===== src/rtl/trigger_controller.sv =====
// rtl/trigger_controller.sv - triggered frame capture sequencer for the sample buffers
// Writes PRE pre-trigger samples plus the post-trigger tail into a circular buffer, then freezes it.
module trigger_controller #(
    parameter int DATA_W     = 12,
    parameter int DEPTH      = 640,
    parameter int ADDR_W     = 10,
    parameter int PRE        = 320,
    parameter int HOLDOFF    = 4,
    parameter int AUTO_TICKS = 2048
) (
    input  logic              clock,
    input  logic              reset,
    input  logic              sampleTick,
    input  logic [DATA_W-1:0] data,
    input  logic [DATA_W-1:0] trigLevel,
    input  logic              trigSlope,
    input  logic [1:0]        mode,
    input  logic              arm,
    input  logic              hold,
    output logic              writeEn,
    output logic [ADDR_W-1:0] writeAddr,
    output logic [DATA_W-1:0] writeData,
    output logic [ADDR_W-1:0] startAddr,
    output logic              frameDone,
    output logic              trigd,
    output logic              autoFired,
    output logic [2:0]        state
);

    typedef enum logic [2:0] {
        S_IDLE    = 3'd0,
        S_PRETRIG = 3'd1,
        S_ARMED   = 3'd2,
        S_CAPTURE = 3'd3,
        S_HOLDOFF = 3'd4
    } state_t;

    localparam int CNT_W  = $clog2(DEPTH + 1);
    localparam int HOLD_W = $clog2(HOLDOFF + 2);
    localparam int AUTO_W = $clog2(AUTO_TICKS + 1);
    localparam int POST_N = DEPTH - PRE - 1;

    localparam logic [CNT_W-1:0]  PRE_LAST   = CNT_W'(PRE - 1);
    localparam logic [CNT_W-1:0]  POST_LAST  = CNT_W'((POST_N > 0) ? POST_N - 1 : 0);
    localparam logic [HOLD_W-1:0] HOLD_LAST  = HOLD_W'((HOLDOFF > 0) ? HOLDOFF - 1 : 0);
    localparam logic [AUTO_W-1:0] AUTO_MAX   = AUTO_W'(AUTO_TICKS);
    localparam logic [ADDR_W-1:0] DEPTH_LAST = ADDR_W'(DEPTH - 1);
    localparam logic [ADDR_W-1:0] PRE_A      = ADDR_W'(PRE);
    localparam logic [ADDR_W-1:0] WRAP_ADD   = ADDR_W'(DEPTH - PRE);

    state_t              state_q, state_d;
    logic [ADDR_W-1:0]   ptr_q, ptr_d;
    logic [CNT_W-1:0]    pre_cnt_q, pre_cnt_d;
    logic [CNT_W-1:0]    post_cnt_q, post_cnt_d;
    logic [HOLD_W-1:0]   hold_cnt_q, hold_cnt_d;
    logic [AUTO_W-1:0]   auto_cnt_q, auto_cnt_d;
    logic [DATA_W-1:0]   prev_q, prev_d;
    logic [ADDR_W-1:0]   trig_addr_q, trig_addr_d;
    logic                write_en_q, write_en_d;
    logic [ADDR_W-1:0]   write_addr_q, write_addr_d;
    logic [DATA_W-1:0]   write_data_q, write_data_d;
    logic [ADDR_W-1:0]   start_addr_q, start_addr_d;
    logic                frame_done_q, frame_done_d;
    logic                trigd_q, trigd_d;
    logic                auto_fired_q, auto_fired_d;

    logic                do_write;
    logic                finish_frame;
    logic [ADDR_W-1:0]   frame_trig_addr;
    logic                rise_hit, fall_hit, level_hit, auto_force;

    assign rise_hit   = (prev_q < trigLevel) && (data >= trigLevel);
    assign fall_hit   = (prev_q > trigLevel) && (data <= trigLevel);
    assign level_hit  = trigSlope ? fall_hit : rise_hit;
    assign auto_force = mode[0] && (auto_cnt_q == AUTO_MAX);

    always_comb begin
        state_d         = state_q;
        ptr_d           = ptr_q;
        pre_cnt_d       = pre_cnt_q;
        post_cnt_d      = post_cnt_q;
        hold_cnt_d      = hold_cnt_q;
        auto_cnt_d      = auto_cnt_q;
        prev_d          = prev_q;
        trig_addr_d     = trig_addr_q;
        write_en_d      = 1'b0;
        write_addr_d    = write_addr_q;
        write_data_d    = write_data_q;
        start_addr_d    = start_addr_q;
        frame_done_d    = 1'b0;
        trigd_d         = 1'b0;
        auto_fired_d    = auto_fired_q;
        do_write        = 1'b0;
        finish_frame    = 1'b0;
        frame_trig_addr = trig_addr_q;

        case (state_q)
            S_IDLE: begin
                // Leaving IDLE does not wait for a tick so a one-clock arm is never missed.
                if (mode != 2'b10 || arm) begin
                    state_d   = S_PRETRIG;
                    pre_cnt_d = '0;
                end
            end
            S_PRETRIG: begin
                if (sampleTick) begin
                    do_write = 1'b1;
                    if (pre_cnt_q == PRE_LAST) begin
                        state_d    = S_ARMED;
                        auto_cnt_d = '0;
                    end else begin
                        pre_cnt_d = pre_cnt_q + 1'b1;
                    end
                end
            end
            S_ARMED: begin
                if (sampleTick) begin
                    do_write = 1'b1;
                    if (level_hit || auto_force) begin
                        trig_addr_d     = ptr_q;
                        frame_trig_addr = ptr_q;
                        trigd_d         = 1'b1;
                        auto_fired_d    = !level_hit;
                        post_cnt_d      = '0;
                        if (POST_N == 0) begin
                            finish_frame = 1'b1;
                        end else begin
                            state_d = S_CAPTURE;
                        end
                    end else if (auto_cnt_q != AUTO_MAX) begin
                        auto_cnt_d = auto_cnt_q + 1'b1;
                    end
                end
            end
            S_CAPTURE: begin
                if (sampleTick) begin
                    do_write = 1'b1;
                    if (post_cnt_q == POST_LAST) begin
                        finish_frame = 1'b1;
                    end else begin
                        post_cnt_d = post_cnt_q + 1'b1;
                    end
                end
            end
            S_HOLDOFF: begin
                if (sampleTick && !hold) begin
                    if (hold_cnt_q == HOLD_LAST) begin
                        state_d   = (mode == 2'b10) ? S_IDLE : S_PRETRIG;
                        pre_cnt_d = '0;
                    end else begin
                        hold_cnt_d = hold_cnt_q + 1'b1;
                    end
                end
            end
            default: state_d = S_IDLE;
        endcase

        if (do_write) begin
            write_en_d   = 1'b1;
            write_addr_d = ptr_q;
            write_data_d = data;
            prev_d       = data;
            ptr_d        = (ptr_q == DEPTH_LAST) ? '0 : ptr_q + 1'b1;
        end

        // Oldest sample sits PRE slots behind the trigger, wrapping modulo DEPTH.
        if (finish_frame) begin
            start_addr_d = (frame_trig_addr >= PRE_A) ? frame_trig_addr - PRE_A
                                                      : frame_trig_addr + WRAP_ADD;
            frame_done_d = 1'b1;
            state_d      = S_HOLDOFF;
            hold_cnt_d   = '0;
        end
    end

    always_ff @(posedge clock or posedge reset) begin
        if (reset) begin
            state_q      <= S_IDLE;
            ptr_q        <= '0;
            pre_cnt_q    <= '0;
            post_cnt_q   <= '0;
            hold_cnt_q   <= '0;
            auto_cnt_q   <= '0;
            prev_q       <= '0;
            trig_addr_q  <= '0;
            write_en_q   <= 1'b0;
            write_addr_q <= '0;
            write_data_q <= '0;
            start_addr_q <= '0;
            frame_done_q <= 1'b0;
            trigd_q      <= 1'b0;
            auto_fired_q <= 1'b0;
        end else begin
            state_q      <= state_d;
            ptr_q        <= ptr_d;
            pre_cnt_q    <= pre_cnt_d;
            post_cnt_q   <= post_cnt_d;
            hold_cnt_q   <= hold_cnt_d;
            auto_cnt_q   <= auto_cnt_d;
            prev_q       <= prev_d;
            trig_addr_q  <= trig_addr_d;
            write_en_q   <= write_en_d;
            write_addr_q <= write_addr_d;
            write_data_q <= write_data_d;
            start_addr_q <= start_addr_d;
            frame_done_q <= frame_done_d;
            trigd_q      <= trigd_d;
            auto_fired_q <= auto_fired_d;
        end
    end

    assign writeEn   = write_en_q;
    assign writeAddr = write_addr_q;
    assign writeData = write_data_q;
    assign startAddr = start_addr_q;
    assign frameDone = frame_done_q;
    assign trigd     = trigd_q;
    assign autoFired = auto_fired_q;
    assign state     = state_q;

endmodule

===== config.mk =====
export PLATFORM = sky130hd
export DESIGN_NAME = trigger_controller
export DESIGN_NICKNAME = d
export VERILOG_FILES = /design/src/rtl/trigger_controller.sv
export SDC_FILE = /design/constraint.sdc
export NUM_CORES = 1
export LEC_CHECK = 0
export BUFFER_PORTS_ARGS = -buffer_cell sky130_fd_sc_hd__buf_4
export CAP_MARGIN = 40
export CORE_UTILIZATION = 35
export CTS_CLUSTER_DIAMETER = 80
export DETAILED_ROUTE_END_ITERATION = 12
export PLACE_DENSITY = 0.56
export SETUP_SLACK_MARGIN = 0.5
export SYNTH_ARGS = -nofsm -noshare
export SYNTH_HDL_FRONTEND = slang
export SYNTH_SLANG_ARGS = --single-unit

===== constraint.sdc =====
create_clock -name clock -period 6.7 [get_ports clock]
set_input_delay 0.335 -clock clock [delete_from_list [all_inputs] [get_ports clock]]
set_output_delay 0.335 -clock clock [all_outputs]
set_load 0.01 [all_outputs]

==> results of run 1 <==
-- through the flow --
step | hold WS, ns | total power [W]
after floorplan | 0.452 | 0.00127
after global routing | 0.223 | 0.00216
after detailed placement | 0.205 | 0.00151
final | 0.213 | 0.00202
after CTS | 0.204 | 0.00204
after global placement | 0.467 | 0.00149
-- report_power, final --
part	internal [W]	total [W]	switching, W
clock	0.000305	0.000519	0.000214
combinational	0.000333	0.000676	0.000343
sequential	0.000691	0.000821	0.000130
total	0.00133	0.00202	0.000686
-- kinds of logic (layout without fill, tap and decap cells) --
kind of cell	Yosys count	after routing
xor+xnor	31	31
mux	35	35
compound gates	76	76
fa+ha+maj	35	35
simple gates	189	189
buf+inv	47	116
flops	94	94
-- path summary, 6_finish.rpt --
| kind | startpoint | end | slack, ns | cells after the start |
|---|---|---|---|---|
| max reg2reg | writeData[7] | startAddr[7] | 2.85 | 13 |
| min in group asynchronous | reset | writeData[5] | 0.39 | 3 |
| min | data[0] | writeData[0] | 0.21 | 3 |
| max | writeData[7] | startAddr[7] | 2.85 | 13 |
| min reg2reg | startAddr[5] | startAddr[5] | 0.49 | 2 |
| max in group asynchronous | reset | post_cnt_q[3] | 5.20 | 5 |
-- registers in the layout (all words and copies together), names as in the netlist --
register and flops:
autoFired 1, auto_cnt_q 12, frameDone 1, hold_cnt_q 3, post_cnt_q 10, pre_cnt_q 10
ptr_q 10, startAddr 10, state 3, trig_addr_q 10, trigd 1, writeAddr 10
writeData 12, writeEn 1
-- routing by layer --
layer,wire [um],global-route usage (%),up-vias
li1,-,-,1914
met1,5390,21.0,1960
met2,5360,26.3,59
met3,454,3.51,10
met4,187,6.40,0
met5,0,0,-
-- layout make-up --
class | instances | area (um^2) | share of cell area, %
inverters | 28 | 106 | 1.74
repair buffers | 74 | 578 | 9.44
clock inverters | 3 | 45.0 | 0.735
clock buffers | 11 | 253 | 4.13
multi-input cells | 366 | 2570 | 41.9
flip-flops and latches | 94 | 2350 | 38.4
well taps | 180 | 225 | 3.68
-- worst register-to-register path: cells and delay by family (launching register included) --
family,cells,cell delay [ns]
flip-flops,1,0.40
AND/OR/NAND/NOR,2,0.18
multiplexers,2,0.68
adder cells (fa/ha/maj),2,0.53
AO/OA/AOI/OAI,7,1.93
-- cell usage in the layout, fill, tap and decap left out, drive strengths merged, types with 2 or more instances in the layout --
master / instances
a211o: 2
a21oi: 26
a31oi: 3
a41oi: 3
and3: 9
buf: 73
clkbuf: 11
clkinvlp: 2
dfrtp: 94
ha: 35
inv: 27
mux2: 30
mux2i: 5
nand2: 53
nand2b: 2
nand3: 18
nand3b: 2
nand4: 21
nor2: 49
nor2b: 3
nor3: 10
nor4: 2
nor4b: 3
o2111ai: 2
o211ai: 4
o21a: 2
o21ai: 21
o21bai: 2
o31ai: 2
or2: 4
or3: 8
xnor2: 6
xor2: 25
-- repair_timing --
item,CTS,global route
hold endpoints to repair,1,0
gates resized for setup,0,0
hold buffers,1,0
==> run metrics, run 1 <==
peak supply drop 0.149 mV; root buffer cell clkbuf_16; Max Freq 260 MHz; Post-synth top cells 94 x dfrtp_1, 53 x nand2_1, 49 x nor2_1; Rel. slew slack 44.8%; Post-route DRC 0; Cell Chain, Critical Path ha_1 -> a21oi_1 -> o21ai_0 -> a211o_1 -> a211o_1 -> a31oi_4 -> mux2_2 -> ha_1 -> a41oi_1 -> nand3_1 -> o211ai_2 -> mux2i_1 -> nand2_1; Yosys reg bits 94; Clock Latency Late Sink 0.35 ns; IO Count 71; worst endpoint required time 6.93 ns; ant diodes 0; Longest Clk Path Bufs 2; Mapped Nets 574; Final min period 3.85 ns; Worst EP arrival 4.08 ns; routed via count 3943; Worst Tran Pin Value 0.828 ns; final slew viol count 0; Post-synth EDFFs 0; input/output buffers 70; drt wl/cell 15.1 um; Pleak 2.94 nW; slowest cell on the critical path a31oi_4; Cells after Synth 507; Synth Area per Inst 10.1 um^2; final instance area 6130 um^2; Ys Warns 0; CTS Sinks 94; Final period util 57.5%; first-pass GRT wire length 18800 um; area share of the largest cell type after synthesis 46.0%; Cell Count, Final, Fillers Out 756; TritonRoute pass-1 iters 4; CP Buf/Inv Count 0; Synth Flop Type dfrtp_1; total track usage 16.2%; critical path launch point type flop; WS Path Type flop to flop; H-tree level count 3; vias per cell 5.22; Starting DRT DRC Count 164; post-synthesis simple-gate area fraction 18.1%; clock skew 0.00699 ns; Adder-Cell Fraction of Synth Area 8.56%; setup_tns 0 ns; final core occ 43.5%; die area 15100 um^2; post-route ant nets 0; slowest cell delay on critical path 0.72 ns; class of the worst hold path input port to flop; final setup vio count 0; Routed WL 11400 um; core area 14100 um^2; largest net degree at the start of global routing 51; Setup WS pre-CTS 2.76 ns; std cell rows 43; ratio of cells with drive above 1 in the final layout 23.3%; Pwr per Cell Area 329 nW/um^2; CTS tree done; top cells by area, synth dfrtp_1 46%, ha_1 8.6%, mux2_2 6.4%; routability cong. 0.773; initial core utilization 36.3%; Netlist cell types 61; delay-heaviest family, CP compound AO/OA/AOI/OAI gates; global route overflow 0; Max-cap violations 0; antenna violations before repair 0; vias in the first global route 3878; mux cell area share after synthesis 7.65%; RSZ-0062 raised after global routing false; post-synthesis xor/xnor area fraction 5.31%; DP Cell Count 741; Num CTS Buffers 9; fillcell total 1384; post-synth top area cell dfrtp_1; ys async rst share 100%; Crit Path Max Fanout 26; synthesized area 5120 um^2; post-route setup slack 2.85 ns; nets@finish 640; Hold Vio Cnt, Final 0; largest family of logic cells by synthesized area simple AND/OR/NAND/NOR gates; setup bufs post-CTS 0; count leader, synth dfrtp_1; die width 123 um; Placed Area 5820 um^2; Post-DP HPWL 8230 um; status finished clean; Clk pin slew, worst setup/hold paths 0.07 ns; critical path endpoint category flop; DIE HEIGHT 123 um; area delta synth->final 19.7%; post-synthesis compound-gate area fraction 10.4%; post-synthesis sequential area ratio 46.0%
No activity file was read; power rests on OpenSTA's default activity.
==> run 2, diff against run 1 <==
==> constraint.sdc (replaced) <==
create_clock -name clock -period 3.9 [get_ports clock]
set_input_delay 0.195 -clock clock [delete_from_list [all_inputs] [get_ports clock]]
set_output_delay 0.195 -clock clock [all_outputs]
set_load 0.01 [all_outputs]
==> run metrics, run 2 (synthesis gave the netlist of run 1 again) <==
DIE HEIGHT 123 um (unchanged); std cell rows 43 (unchanged); most frequent cells in the layout 94 x dfrtp_1, 74 x buf_4, 53 x nand2_1; Setup WS pre-CTS 0.610 ns (-2.15 ns); status finished clean; class of the worst hold path input port to flop; Rel. slew slack 48.3% (+3.5 points); Worst EP arrival 3.42 ns (-0.66 ns); ant diodes 0 (unchanged); worst endpoint required time 4.14 ns (-2.79 ns); die width 123 um (unchanged); initial core utilization 36.3% (unchanged); die area 15100 um^2 (unchanged); routed via count 3861 (-2.1%); critical path launch point type flop; Max-cap violations 0 (unchanged); Pwr per Cell Area 577 nW/um^2 (+75%); Hold Vio Cnt, Final 0 (unchanged); Worst Tran Pin Value 0.772 ns (-0.0560 ns); CTS Sinks 94 (unchanged); root buffer cell clkbuf_16; ratio of cells with drive above 1 in the final layout 23.5% (+0.27 points); Final min period 3.18 ns (-0.670 ns); TritonRoute pass-1 iters 4 (unchanged); Post-route DRC 0 (unchanged); Placed Area 5810 um^2 (-0.22%); post-route ant nets 0 (unchanged); Clock Latency Late Sink 0.36 ns (about the same); Clk pin slew, worst setup/hold paths 0.07 ns (about the same); global route overflow 0 (unchanged); Longest Clk Path Bufs 2 (unchanged); WS Path Type flop to flop; IO Count 71 (unchanged); antenna violations before repair 0 (unchanged); final setup vio count 0 (unchanged); final instance area 6140 um^2 (+0.25%); H-tree level count 3 (unchanged); Final period util 81.6% (+24 points); RSZ-0062 raised after global routing false; core area 14100 um^2 (unchanged); Starting DRT DRC Count 194 (+18%); input/output buffers 70 (unchanged); peak supply drop 0.245 mV (+64%); area delta synth->final 20.0%; Num CTS Buffers 9 (unchanged); post-route setup slack 0.718 ns (-2.13 ns); Crit Path Max Fanout 5 (-81%); DP Cell Count 742 (+0.13%); first-pass GRT wire length 19000 um (+1.3%); final slew viol count 0 (unchanged); worst hold slack 0.0671 ns (-0.146 ns); clock skew 0.00799 ns (+0.000999 ns); nets@finish 641 (+0.16%); routability cong. 0.777 (+0.53%); drt wl/cell 15.0 um (-0.60%); Routed WL 11400 um (-0.33%); vias per cell 5.09 (-2.3%); Max Freq 314 MHz (+21%); critical path endpoint category flop; total track usage 16.4% (+0.17 points); largest net degree at the start of global routing 47 (-7.8%); Pleak 2.96 nW (+0.60%); vias in the first global route 3861 (-0.44%); Cell Count, Final, Fillers Out 758 (+0.26%); Post-DP HPWL 8250 um (+0.22%); fillcell total 1371 (-0.94%); CTS tree done; most common cell after layout, fill and taps aside dfrtp_1; setup_tns 0 ns (unchanged)
==> run 2: per-layer routing <==
layer | GRT usage, % | part of all wire, % | vias to the layer above
li1 | - | - | 1917
met1 | 21.8 | 48 | 1870
met2 | 25.8 | 46 | 60
met3 | 2.81 | 3.3 | 14
met4 | 7.55 | 1.9 | 0
met5 | 0 | 0 | -
==> run 2: metrics by stage <==
stage	util (%)	total power, W
after floorplan	-	0.00218
after global placement	41.2	0.00257
after detailed placement	41.2	0.00259
after CTS	43.5	0.00358
after global routing	43.6	0.00378
final	43.6	0.00354
==> run 2: what timing repair did <==
item,in CTS,in global routing
setup buffers,0,0
gates resized for setup,0,3
hold buffers,1,0
endpoints found under the hold margin,3,0
endpoints found under the setup margin,0,2
==> run 2: worst max-delay path, cell delays in order (launching register included) <==
cell and delay (ns):
dfrtp_1 0.40, ha_1 0.31, a21oi_1 0.15, o21ai_1 0.11
a211o_1 0.27, a211o_1 0.29, a31oi_4 0.24, mux2_4 0.35
ha_1 0.21, a41oi_1 0.23, nand3_1 0.12, o211ai_2 0.10
mux2i_1 0.22, nand2_1 0.06
==> run 2: where the power goes <==
| group | internal (W) | switching, W |
|---|---|---|
| Sequential | 0.00119 | 0.000222 |
| Combinational | 0.000571 | 0.000591 |
| Clock | 0.000578 | 0.000391 |
==> run 2: cell type report <==
| cell class | count | area [um^2] | share of cell area (%) |
|---|---|---|---|
| Inverter | 28 | 106 | 1.73 |
| Clock buffer | 10 | 239 | 3.89 |
| Multi-Input combinational cell | 366 | 2570 | 41.8 |
| Sequential cell | 94 | 2350 | 38.3 |
| Clock inverter | 5 | 82.6 | 1.34 |
| Timing Repair Buffer | 75 | 566 | 9.21 |
| Tap cell | 180 | 225 | 3.67 |
==> run 2: final timing paths <==
| path | startpoint | end | slack [ns] | cells past startpoint |
|---|---|---|---|---|
| max | writeData[7] | startAddr[7] | 0.72 | 13 |
| max reg2reg | writeData[7] | startAddr[7] | 0.72 | 13 |
| max in group asynchronous | reset | pre_cnt_q[3] | 2.85 | 4 |
| min | data[0] | writeData[0] | 0.07 | 3 |
| min in group asynchronous | reset | writeData[4] | 0.25 | 3 |
| min reg2reg | startAddr[5] | startAddr[5] | 0.48 | 2 |
